File: src/rtl/doorlock_param.sv
// doorlock_param: parametrised keypad door-lock controller.
//
// A code is entered as: x press (start), N_DIGITS one-hot digit presses, x press
// (confirm). The entry is compared against a reprogrammable stored code. Success
// lights out_led_1, failure lights out_led_2, and MAX_FAIL consecutive failures
// start a lockout (out_lock + out_led_2). While the open LED is lit, a prog press
// starts programming a new code, which is confirmed the same way as an entry.
//
// Ports:
//   clock      in   system clock, rising edge
//   reset      in   asynchronous active-high reset
//   num[9:0]   in   digit button levels, bit i = digit i
//   x          in   start/confirm button level
//   prog       in   program-new-code request level
//   out_led_1  out  open (success) LED
//   out_led_2  out  fail LED (also lit during lockout)
//   out_lock   out  lockout active
//   button_on  out  num registered one clock (panel echo)
module doorlock_param #(
  parameter int                            N_DIGITS       = 4,
  parameter int                            DIGIT_W        = 4,
  parameter logic [N_DIGITS*DIGIT_W-1:0]   DEFAULT_CODE   = 16'h5290,
  parameter int                            MAX_FAIL       = 3,
  parameter int                            LED_CYCLES     = 50,
  parameter int                            LOCK_CYCLES    = 1000,
  parameter int                            TIMEOUT_CYCLES = 500
) (
  input  logic       clock,
  input  logic       reset,
  input  logic [9:0] num,
  input  logic       x,
  input  logic       prog,
  output logic       out_led_1,
  output logic       out_led_2,
  output logic       out_lock,
  output logic [9:0] button_on
);

  localparam int CODE_W = N_DIGITS * DIGIT_W;
  localparam int T_MAX0 = (LED_CYCLES > LOCK_CYCLES) ? LED_CYCLES : LOCK_CYCLES;
  localparam int T_MAX  = (T_MAX0 > TIMEOUT_CYCLES) ? T_MAX0 : TIMEOUT_CYCLES;
  // The timer only ever reaches T_MAX-1 before it is cleared.
  localparam int TMR_W  = (T_MAX > 1) ? $clog2(T_MAX) : 1;
  localparam int CNT_W  = $clog2(N_DIGITS + 1);
  localparam int FAIL_W = $clog2(MAX_FAIL + 1);

  localparam logic [2:0] S_IDLE  = 3'd0;
  localparam logic [2:0] S_ENTRY = 3'd1;
  localparam logic [2:0] S_CHECK = 3'd2;
  localparam logic [2:0] S_OPEN  = 3'd3;
  localparam logic [2:0] S_PROG  = 3'd4;
  localparam logic [2:0] S_FAIL  = 3'd5;
  localparam logic [2:0] S_LOCK  = 3'd6;

  logic [2:0]        state_q, state_d;
  logic [CODE_W-1:0] code_q, code_d;
  logic [CODE_W-1:0] buf_q, buf_d;
  logic [CNT_W-1:0]  count_q, count_d;
  logic              ovf_q, ovf_d;
  logic [FAIL_W-1:0] fail_cnt_q, fail_cnt_d;
  logic [TMR_W-1:0]  timer_q, timer_d;
  logic [9:0]        num_q, num_d;
  logic              x_q, x_d;
  logic              prog_q, prog_d;
  logic              led1_q, led1_d;
  logic              led2_q, led2_d;
  logic              lock_q, lock_d;

  logic [9:0]         num_press;
  logic               x_press;
  logic               prog_press;
  logic [3:0]         n_press;
  logic [DIGIT_W-1:0] digit;
  logic               digit_vld;
  logic               full;
  logic [CODE_W-1:0]  cap_buf;
  logic [CNT_W-1:0]   cap_cnt;
  logic               cap_ovf;
  logic               match;
  logic [FAIL_W-1:0]  fail_inc;

  assign num_press  = num & ~num_q;
  assign x_press    = x & ~x_q;
  assign prog_press = prog & ~prog_q;

  // A digit counts only when exactly one button rose this cycle.
  always_comb begin
    n_press = 4'd0;
    digit   = '0;
    for (int i = 0; i < 10; i++) begin
      if (num_press[i]) begin
        digit   = DIGIT_W'(i);
        n_press = n_press + 4'd1;
      end
    end
    digit_vld = (n_press == 4'd1);
  end

  // Result of capturing this cycle's digit; used so that a digit arriving with
  // the confirming x press is part of the checked/programmed entry.
  always_comb begin
    full    = (count_q == CNT_W'(N_DIGITS));
    cap_buf = buf_q;
    cap_cnt = count_q;
    cap_ovf = ovf_q;
    if (digit_vld) begin
      cap_buf = (buf_q << DIGIT_W) | CODE_W'(digit);
      cap_cnt = full ? count_q : count_q + CNT_W'(1);
      cap_ovf = ovf_q | full;
    end
  end

  assign match    = (count_q == CNT_W'(N_DIGITS)) && !ovf_q && (buf_q == code_q);
  assign fail_inc = fail_cnt_q + FAIL_W'(1);

  always_comb begin
    state_d    = state_q;
    code_d     = code_q;
    buf_d      = buf_q;
    count_d    = count_q;
    ovf_d      = ovf_q;
    fail_cnt_d = fail_cnt_q;
    timer_d    = '0;
    num_d      = num;
    x_d        = x;
    prog_d     = prog;
    case (state_q)
      S_IDLE: begin
        if (x_press) begin
          state_d = S_ENTRY;
          buf_d   = '0;
          count_d = '0;
          ovf_d   = 1'b0;
        end
      end
      S_ENTRY, S_PROG: begin
        buf_d   = cap_buf;
        count_d = cap_cnt;
        ovf_d   = cap_ovf;
        if (x_press) begin
          if (state_q == S_ENTRY) begin
            state_d = S_CHECK;
          end else if ((cap_cnt == CNT_W'(N_DIGITS)) && !cap_ovf) begin
            code_d  = cap_buf;
            state_d = S_IDLE;
          end else begin
            state_d = S_FAIL;
          end
        end else if (digit_vld) begin
          timer_d = '0;
        end else if (timer_q == TMR_W'(TIMEOUT_CYCLES - 1)) begin
          // Abandoned entry: back to idle without touching fail_cnt.
          state_d = S_IDLE;
        end else begin
          timer_d = timer_q + TMR_W'(1);
        end
      end
      S_CHECK: begin
        if (match) begin
          state_d    = S_OPEN;
          fail_cnt_d = '0;
        end else begin
          fail_cnt_d = fail_inc;
          state_d    = (fail_inc == FAIL_W'(MAX_FAIL)) ? S_LOCK : S_FAIL;
        end
      end
      S_OPEN: begin
        if (prog_press) begin
          state_d = S_PROG;
          buf_d   = '0;
          count_d = '0;
          ovf_d   = 1'b0;
        end else if (timer_q == TMR_W'(LED_CYCLES - 1)) begin
          state_d = S_IDLE;
        end else begin
          timer_d = timer_q + TMR_W'(1);
        end
      end
      S_FAIL: begin
        if (timer_q == TMR_W'(LED_CYCLES - 1)) begin
          state_d = S_IDLE;
        end else begin
          timer_d = timer_q + TMR_W'(1);
        end
      end
      S_LOCK: begin
        if (timer_q == TMR_W'(LOCK_CYCLES - 1)) begin
          state_d    = S_IDLE;
          fail_cnt_d = '0;
        end else begin
          timer_d = timer_q + TMR_W'(1);
        end
      end
      default: state_d = S_IDLE;
    endcase
    // Outputs are decoded from the next state so they switch with the state.
    led1_d = (state_d == S_OPEN);
    led2_d = (state_d == S_FAIL) || (state_d == S_LOCK);
    lock_d = (state_d == S_LOCK);
  end

  always_ff @(posedge clock or posedge reset) begin
    if (reset) begin
      state_q    <= S_IDLE;
      code_q     <= DEFAULT_CODE;
      buf_q      <= '0;
      count_q    <= '0;
      ovf_q      <= 1'b0;
      fail_cnt_q <= '0;
      timer_q    <= '0;
      num_q      <= '0;
      x_q        <= 1'b0;
      prog_q     <= 1'b0;
      led1_q     <= 1'b0;
      led2_q     <= 1'b0;
      lock_q     <= 1'b0;
    end else begin
      state_q    <= state_d;
      code_q     <= code_d;
      buf_q      <= buf_d;
      count_q    <= count_d;
      ovf_q      <= ovf_d;
      fail_cnt_q <= fail_cnt_d;
      timer_q    <= timer_d;
      num_q      <= num_d;
      x_q        <= x_d;
      prog_q     <= prog_d;
      led1_q     <= led1_d;
      led2_q     <= led2_d;
      lock_q     <= lock_d;
    end
  end

  // Edge-detect history doubles as the registered panel echo.
  assign button_on = num_q;
  assign out_led_1 = led1_q;
  assign out_led_2 = led2_q;
  assign out_lock  = lock_q;

endmodule
File: config.mk
export PLATFORM = sky130hd
export DESIGN_NAME = doorlock_param
export DESIGN_NICKNAME = d
export VERILOG_FILES = /design/src/rtl/doorlock_param.sv
export SDC_FILE = /design/constraint.sdc
export NUM_CORES = 1
export LEC_CHECK = 0
export ABC_AREA = 1
export CAP_MARGIN = 20
export CORE_UTILIZATION = 60
export CTS_BUF_LIST = sky130_fd_sc_hd__clkbuf_8
export DETAILED_ROUTE_END_ITERATION = 12
export GPL_TIMING_DRIVEN = 0
export PLACE_DENSITY = 0.81
export REMOVE_ABC_BUFFERS = 1
export SLEW_MARGIN = 5
export SYNTH_ARGS = -nofsm -noshare
export SYNTH_HDL_FRONTEND = slang
export SYNTH_SLANG_ARGS = --single-unit
File: constraint.sdc
create_clock -name clock -period 12.4 [get_ports clock]
set_input_delay 1.24 -clock clock [delete_from_list [all_inputs] [get_ports clock]]
set_output_delay 1.24 -clock clock [all_outputs]
set_load 0.01 [all_outputs]
Word level (Yosys, flattened, before mapping)
Cells that the tools add are included.
Widths: inputs -> output; s select.
- register bits: 66
- output and inout port bits: 13
- logic and storage cells: 121
- $add $sub $neg: 12
- eq/ne operators: 20
- multiplexer cells: 54
- bitwise logic cells: 9
- reduce and logical (&&, ||, !) cells: 13
- operators with widths (operator ; count):
    $mux 4 ; 17
    $mux 10 ; 6
    $mux 16 ; 3
    $pmux 16 s3 ; 1
    $mux 3 ; 14
    $pmux 10 s4 ; 1
    $add 4x1->4 const B ; 9
    $eq 3x3->1 const B ; 7
    $pmux 3 s6 ; 1
    $eq 16x16->1 ; 1
    $or 16x4->16 ; 1
    $add 10x1->10 const B ; 1
    $and 10x10->10 ; 1
    $eq 10x10->1 const B ; 1
    $eq 10x6->1 const B ; 1
    $eq 10x9->1 const B ; 1
    $not 10->10 ; 1
    $eq 3x2->1 const B ; 3
    $pmux 3 s3 ; 1
    $mux 2 ; 3
    $ne 2x2->1 const B ; 3
    $mux 1 ; 5
    $eq 4x1->1 const B ; 1
    $pmux 2 s2 ; 1
    18 further kinds ; 24

Longest topological paths before layout
Gate-level depths: netlist of run 1.
- depth in word-level cells: 31
- mapped depth: 45
- depth with buffers taken out: 45

Worst setup path after synthesis of run 1
OpenSTA, ideal clock, no wires.
- path kind: input -> register
- start: input port num[1]
- end: register code_q[10]
- arrival: 6.852 ns
- path slack: 5.421 ns
- cell stages on the path: 39
- buffers on the path: 1
- cells stage by stage: nand2_1 inv_1 ha_1 nand3_1 nand2_1 inv_1 ha_1 nand2_1 nand2_1 ha_1 or2_1 nand2_1 inv_1 ha_1 nand2_1 nand2_1 ha_1 or2_0 [... 3 more ...] or2_2 nand2_1 inv_1 ha_1 or2_2 nand2_1 inv_1 ha_1 or2_2 nand2_1 inv_1 nor2_8 nand4_1 a21oi_4 nand4_4 buf_6 nand2_2 o21ai_2
- cells in the longest elaborated chain, start to end: 23
- ends and longest elaborated chain (element ; line ; text):
    from (decl) ; 30 ; input logic [9:0] num,
    $and 10x10->10 (*) ; 82 ; assign num_press = num & ~num_q;
    $mux 4 (*) ; 91 ; if (num_press[i]) begin
    $add 4x1->4 ; 93 ; n_press = n_press + 4'd1;
    $mux 4 (*) ; 91 ;
    $add 4x1->4 ; 93 ;
    $mux 4 (*) ; 91 ;
    $add 4x1->4 ; 93 ;
    $mux 4 (*) ; 91 ;
    [... 7 more ...] ; - ;
    $mux 4 (*) ; 91 ;
    $add 4x1->4 ; 93 ;
    $mux 4 (*) ; 91 ;
    $eq 4x1->1 (*) ; 96 ; digit_vld = (n_press == 4'd1);
    $mux 3 or $mux 1 (tied branches) ; 106 ; if (digit_vld) begin
    $eq 3x3->1 or $logic_not 1->1 (tied branches) ; 143 ; end else if ((cap_cnt == CNT_W'(N_DIGITS)) && !cap_ovf) begin
    $logic_and 1x1->1 ; 143 ;
    $reduce_and 4->1 (no source line) ; - ;
    to (signal assigned) ; 219 ; code_q <= code_d;
    to (decl) ; 56 ; logic [CODE_W-1:0] code_q, code_d;
Mark *: on every way between the ends. The rest lies on a longest branch, timed or not.
A chain may end at the register's enable or synchronous reset.

Worst setup path after layout of run 1
- start: input port num[1]
- end: register code_q[0]
- cells in the longest elaborated chain, start to end: 23
- ends and longest elaborated chain (element ; line):
    $and 10x10->10 (*) ; 82
    $mux 4 ; 91
    $add 4x1->4 ; 93
    $mux 4 ; 91
    $add 4x1->4 ; 93
    $mux 4 ; 91
    $add 4x1->4 ; 93
    $mux 4 ; 91
    [... 7 more ...] ; -
    $mux 4 ; 91
    $add 4x1->4 ; 93
    $mux 4 ; 91
    $eq 4x1->1 ; 96
    $mux 3 or $mux 1 (tied branches) ; 106
    $eq 3x3->1 or $logic_not 1->1 (tied branches) ; 143
    $logic_and 1x1->1 ; 143
    $reduce_and 4->1 (no source line) ; -
Marks and branches as above.

==> flow_summary.yaml, run 1 <==
clock_tree:
  cts_made_buffers: 9
  cts_tree: "done"
  path_clk_slew_ps: 70
  htreeDepth: 3
  cts_sinks: 66
  clk_latency_ps: 350
  cts_max_path_buffers: 2
  postCtsSetupRepairBufs: 0
  ctsHoldBuffers: 0
  cts_root_buffer: "clkbuf_8"
  cts-resized-gates: 0
route:
  wl_per_cell_um: 12.5
  num_vias: 3587
  drt_iter0_markers: 194
  ant_nets: 0
  drc: 0
  routed_wl_um: 8410
  drt-pass1-iter-count: 6
  viasPerCell: 5.32
timing:
  finalSetupTns_ps: 0
  fin_crit_sh_pct: 66.1
  tightest_slew_ps: 921
  maxSlewViolCount: 0
  final_hold_viol_count: 0
  rsz0062_at_grt: "false"
  setup_viol: 0
  hold_ws_ps: 482
  slew_headroom_pct: 38.6
  fin_crit_ps: 8200
  skew_ps: 7.33
  fmax_mhz: 122
synthesis:
  synth_cell_types: 43
  synth_seq_cells: 66
  synth_area_leaders: "dfrtp_1, nand2_1, inv_1"
  yosysTopAreaCellShare_pct: 35.4
  synth.avg_cell_area_um2: 7.92
  synth_area_um2: 4310
  ys_warn_count: 0
  synth_seq_area_share_pct: 38.5
  yosys.area.top_type: "dfrtp_1"
  synth_cells: 544
worst_setup_path:
  cpMostUsedCell: "nand2_1"
  cp.required_ps: 12620
  crit_arrival_ps: 8420
  worstPathMaxFanout: 32
  cp_slowest_stage_delay_ps: 560
  slowest_stage: "nand4_4"
  critical_path.endpoint_type: "flip-flop"
  critPathLaunchType: "input port"
  critPathKind: "in -> reg"
grt:
  grtUsageTotal_pct: 25.5
  grt_pass1_wl_um: 15200
  grt_pass1_vias: 3547
  antenna_found_initial: 0
  grt.overflow.total: 0
  grt_max_degree: 67
cells_and_area:
  nNetsFinal: 601
  synthToLayoutAreaGrowth_pct: 12.6
  drive_gt1_share_pct: 19.7
  antenna_cells: 0
place:
  place_congestion: 0.869
  io_buffers: 26
  hpwl_um: 6040
job:
  cap_violations: 0
floorplanning:
  chipHeight_um: 86.7
  dieArea_um2: 7520
  fp.coreArea_um2: 6870
  die_w_um: 86.7
  rows: 30
  start_util_pct: 62.7
  boundaryPins: 27
power:
  power.density_nw_per_um2: 164
  leakagePower_nw: 2.38
  ir_drop_mv: 0.108
run_status:
  outcome: "complete, no violations"
worst_hold_path:
  min_path_type: "reg -> reg"
[layer usage]
layer / wire [um] / share of wire [%] / GRT usage [%] / vias up
li1: - / - / - / 1811
met1: 4040 / 48 / 33.4 / 1679
met2: 3890 / 46 / 41.8 / 78
met3: 324 / 3.9 / 4.95 / 19
met4: 151 / 1.8 / 10.3 / 0
met5: 0 / 0 / 0 / -
[power breakdown]
| group | switching [W] | total [W] | internal (W) |
|---|---|---|---|
| Sequential | 0.0000333 | 0.000293 | 0.000260 |
| Combinational | 0.000199 | 0.000316 | 0.000117 |
| Clock | 0.0000891 | 0.000188 | 0.0000987 |
[final cells by class]
| type | count | area, um^2 |
|---|---|---|
| multi-input cells | 375 | 2250 |
| well taps | 96 | 120 |
| clock inverters | 6 | 65.1 |
| fillers | 557 | 2020 |
| repair buffers | 27 | 268 |
| clock buffers | 10 | 138 |
| flip-flops and latches | 66 | 1660 |
| inverters | 94 | 355 |
[logic make-up (layout without fill, tap and decap cells)]
group	Yosys count	in the layout	synth area share (%)
buffers and inverters	103	137	9.53
AOI/OAI and AO/OA	74	74	11.2
and+or+nand+nor	268	268	32.8
xor gates and xnor gates	19	19	3.86
DFF	66	66	38.5
adders and majority gates	14	14	4.07
[path summary, 6_finish.rpt]
path | startpoint | to | slack, ps | cells after the start
min in group asynchronous | reset | code_q[8]$_DFFE_PP0P_ | 1410 | 2
min | code_q[7]$_DFFE_PP1P_ | code_q[7]$_DFFE_PP1P_ | 480 | 2
max in group asynchronous | reset | timer_q[2]$_DFF_PP0_ | 10480 | 2
max reg2reg | button_on[1]$_DFF_PP0_ | code_q[0]$_DFFE_PP0P_ | 5130 | 41
min reg2reg | code_q[7]$_DFFE_PP1P_ | code_q[7]$_DFFE_PP1P_ | 480 | 2
max | num[1] | code_q[0]$_DFFE_PP0P_ | 4200 | 41
[sequential cells by signal, indices dropped and copies added (netlist names)]
| signal | cells |
|---|---|
| out_led_2 | 1 |
| ovf_q | 1 |
| state_q | 3 |
| count_q | 3 |
| buf_q | 16 |
| x_q | 1 |
| fail_cnt_q | 2 |
| out_lock | 1 |
| code_q | 16 |
| timer_q | 10 |
| out_led_1 | 1 |
| button_on | 10 |
| prog_q | 1 |
[cell usage after synthesis (all sizes together)]
| cell type | number |
|---|---|
| nor2 | 51 |
| a41oi | 1 |
| and3 | 1 |
| nor3 | 5 |
| clkbuf | 5 |
| o22ai | 19 |
| clkinv | 1 |
| buf | 4 |
| or2 | 10 |
| nand3b | 3 |
| ha | 14 |
| o211ai | 1 |
| a21oi | 8 |
| nand2 | 131 |
| xnor2 | 12 |
| nor4 | 5 |
| nand4 | 8 |
| xor2 | 7 |
| inv | 93 |
| a221oi | 1 |
| dfrtp | 61 |
| and2 | 1 |
| a2111oi | 2 |
| o21ai | 42 |
| nand3 | 52 |
| dfstp | 5 |
| nor3b | 1 |
[worst max-delay path, delay by kind of cell]
| family | cells | cell delay [ps] |
|---|---|---|
| AO/OA/AOI/OAI | 2 | 230 |
| buffers and inverters | 8 | 820 |
| AND/OR/NAND/NOR | 23 | 3870 |
| adder cells (fa/ha/maj) | 8 | 2210 |
[placed cells by master (no fill, tap or decap), types with 5 or more instances in the layout]
cell type	netlist	final
nand3_2	17	17
a21oi_1	7	7
nor2_1	45	45
nand2_2	32	32
nor3_1	5	5
o22ai_1	19	19
inv_2	5	5
nand3_1	35	35
or2_2	8	8
nand4_1	7	7
nand2_1	97	97
clkbuf_8	0	10
xor2_1	7	7
o21ai_0	24	24
clkdlybuf4s50_1	0	26
dfrtp_1	61	61
o21ai_2	16	16
ha_1	14	14
dfstp_2	5	5
xnor2_1	12	12
inv_1	88	87
[per-stage QoR]
| stage | instances | power, W | area (um^2) | util (%) | setup slack [ps] |
|---|---|---|---|---|---|
| global route | 674 | 0.000859 | 4850 | 70.6 | 3740 |
| detailed placement | 658 | 0.000610 | 4650 | 67.7 | 3870 |
| finish | 674 | 0.000797 | 4850 | 70.6 | 4200 |
| CTS | 674 | 0.000799 | 4850 | 70.6 | 4240 |
| floorplan | 535 | 0.000529 | 4250 | - | 5030 |
| global placement | 657 | 0.000591 | 4630 | 67.4 | 4070 |
Power figures use the tool's default switching activity.
==> run 2: changes to the inputs <==
Settings changed: CORE_UTILIZATION 60 to 56, PLACE_DENSITY 0.81 to 0.79.
Clock period 12.4 ns to 7.5 ns, I/O delays scaled along.
==> run 2 against run 1 <==
Against the previous run:
- sequential share of layout area down 1.5 points
- count of clock-buffer cells in the layout down 1
- worst setup slack worse by 3900 ps
- sequential power rose by 67%
- die area is 7.0% higher
- clock skew grew 1.3 ps
- utilization down 1.5 points
- first-iteration DRC count grew 63%
- final cell count grew 2.4%
- critical path depth increased by 1
- flip-flop and latch count unchanged
- total power up 80%
- critical path type unchanged
==> flow_summary.yaml, run 2 (synthesis gave the netlist of run 1 again) <==
run_status:
  outcome: "complete, no violations"
floorplanning:
  die_w_um: 89.7
  start_util_pct: 58.8
  boundaryPins: 27
  rows: 31
  fp.coreArea_um2: 7330
  chipHeight_um: 89.7
  dieArea_um2: 8050
clock_tree:
  clk_latency_ps: 350
  cts_sinks: 66
  htreeDepth: 3
  cts_root_buffer: "clkbuf_8"
  cts_made_buffers: 9
  cts_tree: "done"
  path_clk_slew_ps: 80
  cts_max_path_buffers: 2
cells_and_area:
  final_common_cell: "nand2_1"
  drive_gt1_share_pct: 22.2
  nNetsFinal: 614
  antenna_cells: 0
  final_cell_area_um2: 5070
  synthToLayoutAreaGrowth_pct: 17.6
  top_regs: "buf_q: 16 flops, code_q: 16 flops"
  fill_cells: 544
  mostFrequentLayoutCells: "nand2_1, inv_1, dfrtp_1"
timing:
  setup_viol: 0
  maxSlewViolCount: 0
  tightest_slew_ps: 818
  hold_ws_ps: 486
  slew_headroom_pct: 45.5
  skew_ps: 8.64
  fmax_mhz: 140
  fin_crit_sh_pct: 95.4
  fin_crit_ps: 7150
  final_hold_viol_count: 0
route:
  viasPerCell: 5.40
  drt-pass1-iter-count: 5
  num_vias: 3726
  routed_wl_um: 9440
  drt_iter0_markers: 317
  ant_nets: 0
  wl_per_cell_um: 13.7
  drc: 0
grt:
  grt_max_degree: 67
  grtUsageTotal_pct: 24.5
  antenna_found_initial: 0
  grt.overflow.total: 0
  grt_pass1_wl_um: 15900
  grt_pass1_vias: 3589
job:
  cap_violations: 0
worst_setup_path:
  critPathKind: "in -> reg"
  cp_slowest_stage_delay_ps: 480
  regToRegSetupSlack_ps: 820
  slowest_stage: "clkdlybuf4s50_1"
  setup.worst_path.start: "num[0]"
  cpMostUsedCell: "nand2_1"
  worstPathMaxFanout: 15
  critPathLaunchType: "input port"
  r2r-start: "button_on[1]$_DFF_PP0_"
  worstReg2RegEnd: "code_q[8]$_DFFE_PP0P_"
  crit_arrival_ps: 7390
  cp.required_ps: 7740
  critical_path.endpoint_type: "flip-flop"
  worstRegToRegCells: 42
place:
  place_congestion: 0.860
  io_buffers: 26
  placed_area_um2: 4660
  hpwl_um: 6150
worst_hold_path:
  holdCritStartpoint: "code_q[7]$_DFFE_PP1P_"
  min_path_type: "reg -> reg"
  hold_depth: 2
  holdPathEnd: "code_q[7]$_DFFE_PP1P_"
power:
  power.density_nw_per_um2: 283
  ir_drop_mv: 0.197
  leakagePower_nw: 2.47
[run 2: cell count changes in the layout (fill, tap and decap cells not counted), moves of 2 or more]
cell       delta
buf_4         +9
buf_12        +2
bufinv_16     +2
clkinv_2      -2
[run 2: metal layers]
metal  wire length (um)  track usage [%]
met1               4320             30.9
met2               4530             41.8
met3                408             4.99
met4                187             8.47
met5                  0                0
[run 2: metrics by stage]
step           instances  worst slack, ps  utilization [%]  TNS [ps]  total power (W)
6_report             690              349             69.1         0          0.00144
5_1_grt              690            -32.9             69.1      -142          0.00153
4_1_cts              679             16.0             67.2         0          0.00141
3_5_place_dp         662             -516             63.5     -8900          0.00102
3_3_place_gp         660             -327             63.2     -4680         0.000978
2_1_floorplan        535              619                -         0         0.000874
[run 2: worst max-delay path: cells and delay by family]
family                     cells  cell delay [ps]
buffers and inverters         11             1320
adders and majority gates      8             2100
and+or+nand+nor               21             2960
AOI/OAI and AO/OA              2              250
[run 2: cell type report]
cell class	count	area (um^2)	share of cell area, %
Clock buffer	9	124	2.44
Inverter	94	355	7.01
Multi-Input combinational cell	377	2310	45.5
Clock inverter	7	124	2.44
Sequential cell	66	1660	32.7
Tap cell	99	124	2.44
Timing Repair Buffer	38	375	7.41
[run 2: how the worst max path moves through the flow]
stage | endpoint | cells after the start
floorplan | code_q[0]$_DFFE_PP0P_ | 40
global placement | code_q[0]$_DFFE_PP0P_ | 42
detailed placement | code_q[15]$_DFFE_PP0P_ | 41
CTS | code_q[6]$_DFFE_PP0P_ | 41
global route | code_q[8]$_DFFE_PP0P_ | 42
finish | code_q[8]$_DFFE_PP0P_ | 42
[run 2: report_power, final]
group | internal [W] | switching [W] | leakage (nW)
clock | 0.000224 | 0.000156 | 0.120
combinational | 0.000217 | 0.000351 | 1.50
sequential | 0.000429 | 0.0000585 | 0.855
total | 0.000870 | 0.000565 | 2.47
[run 2: what timing repair did]
| item | in CTS | in global routing |
|---|---|---|
| endpoints found under the setup margin | 16 | 34 |
| setup buffers | 0 | 10 |
| hold buffers | 0 | 0 |
| cloned | 1 | 1 |
| pin swaps | 0 | 6 |
| resized for setup | 1 | 5 |
==> run 3: changes to the inputs <==
Settings changed: CTS_CLUSTER_SIZE set to 14.
==> results of run 3 <==
Same layout as run 2: the final DEF is identical, and so are final timing and power.
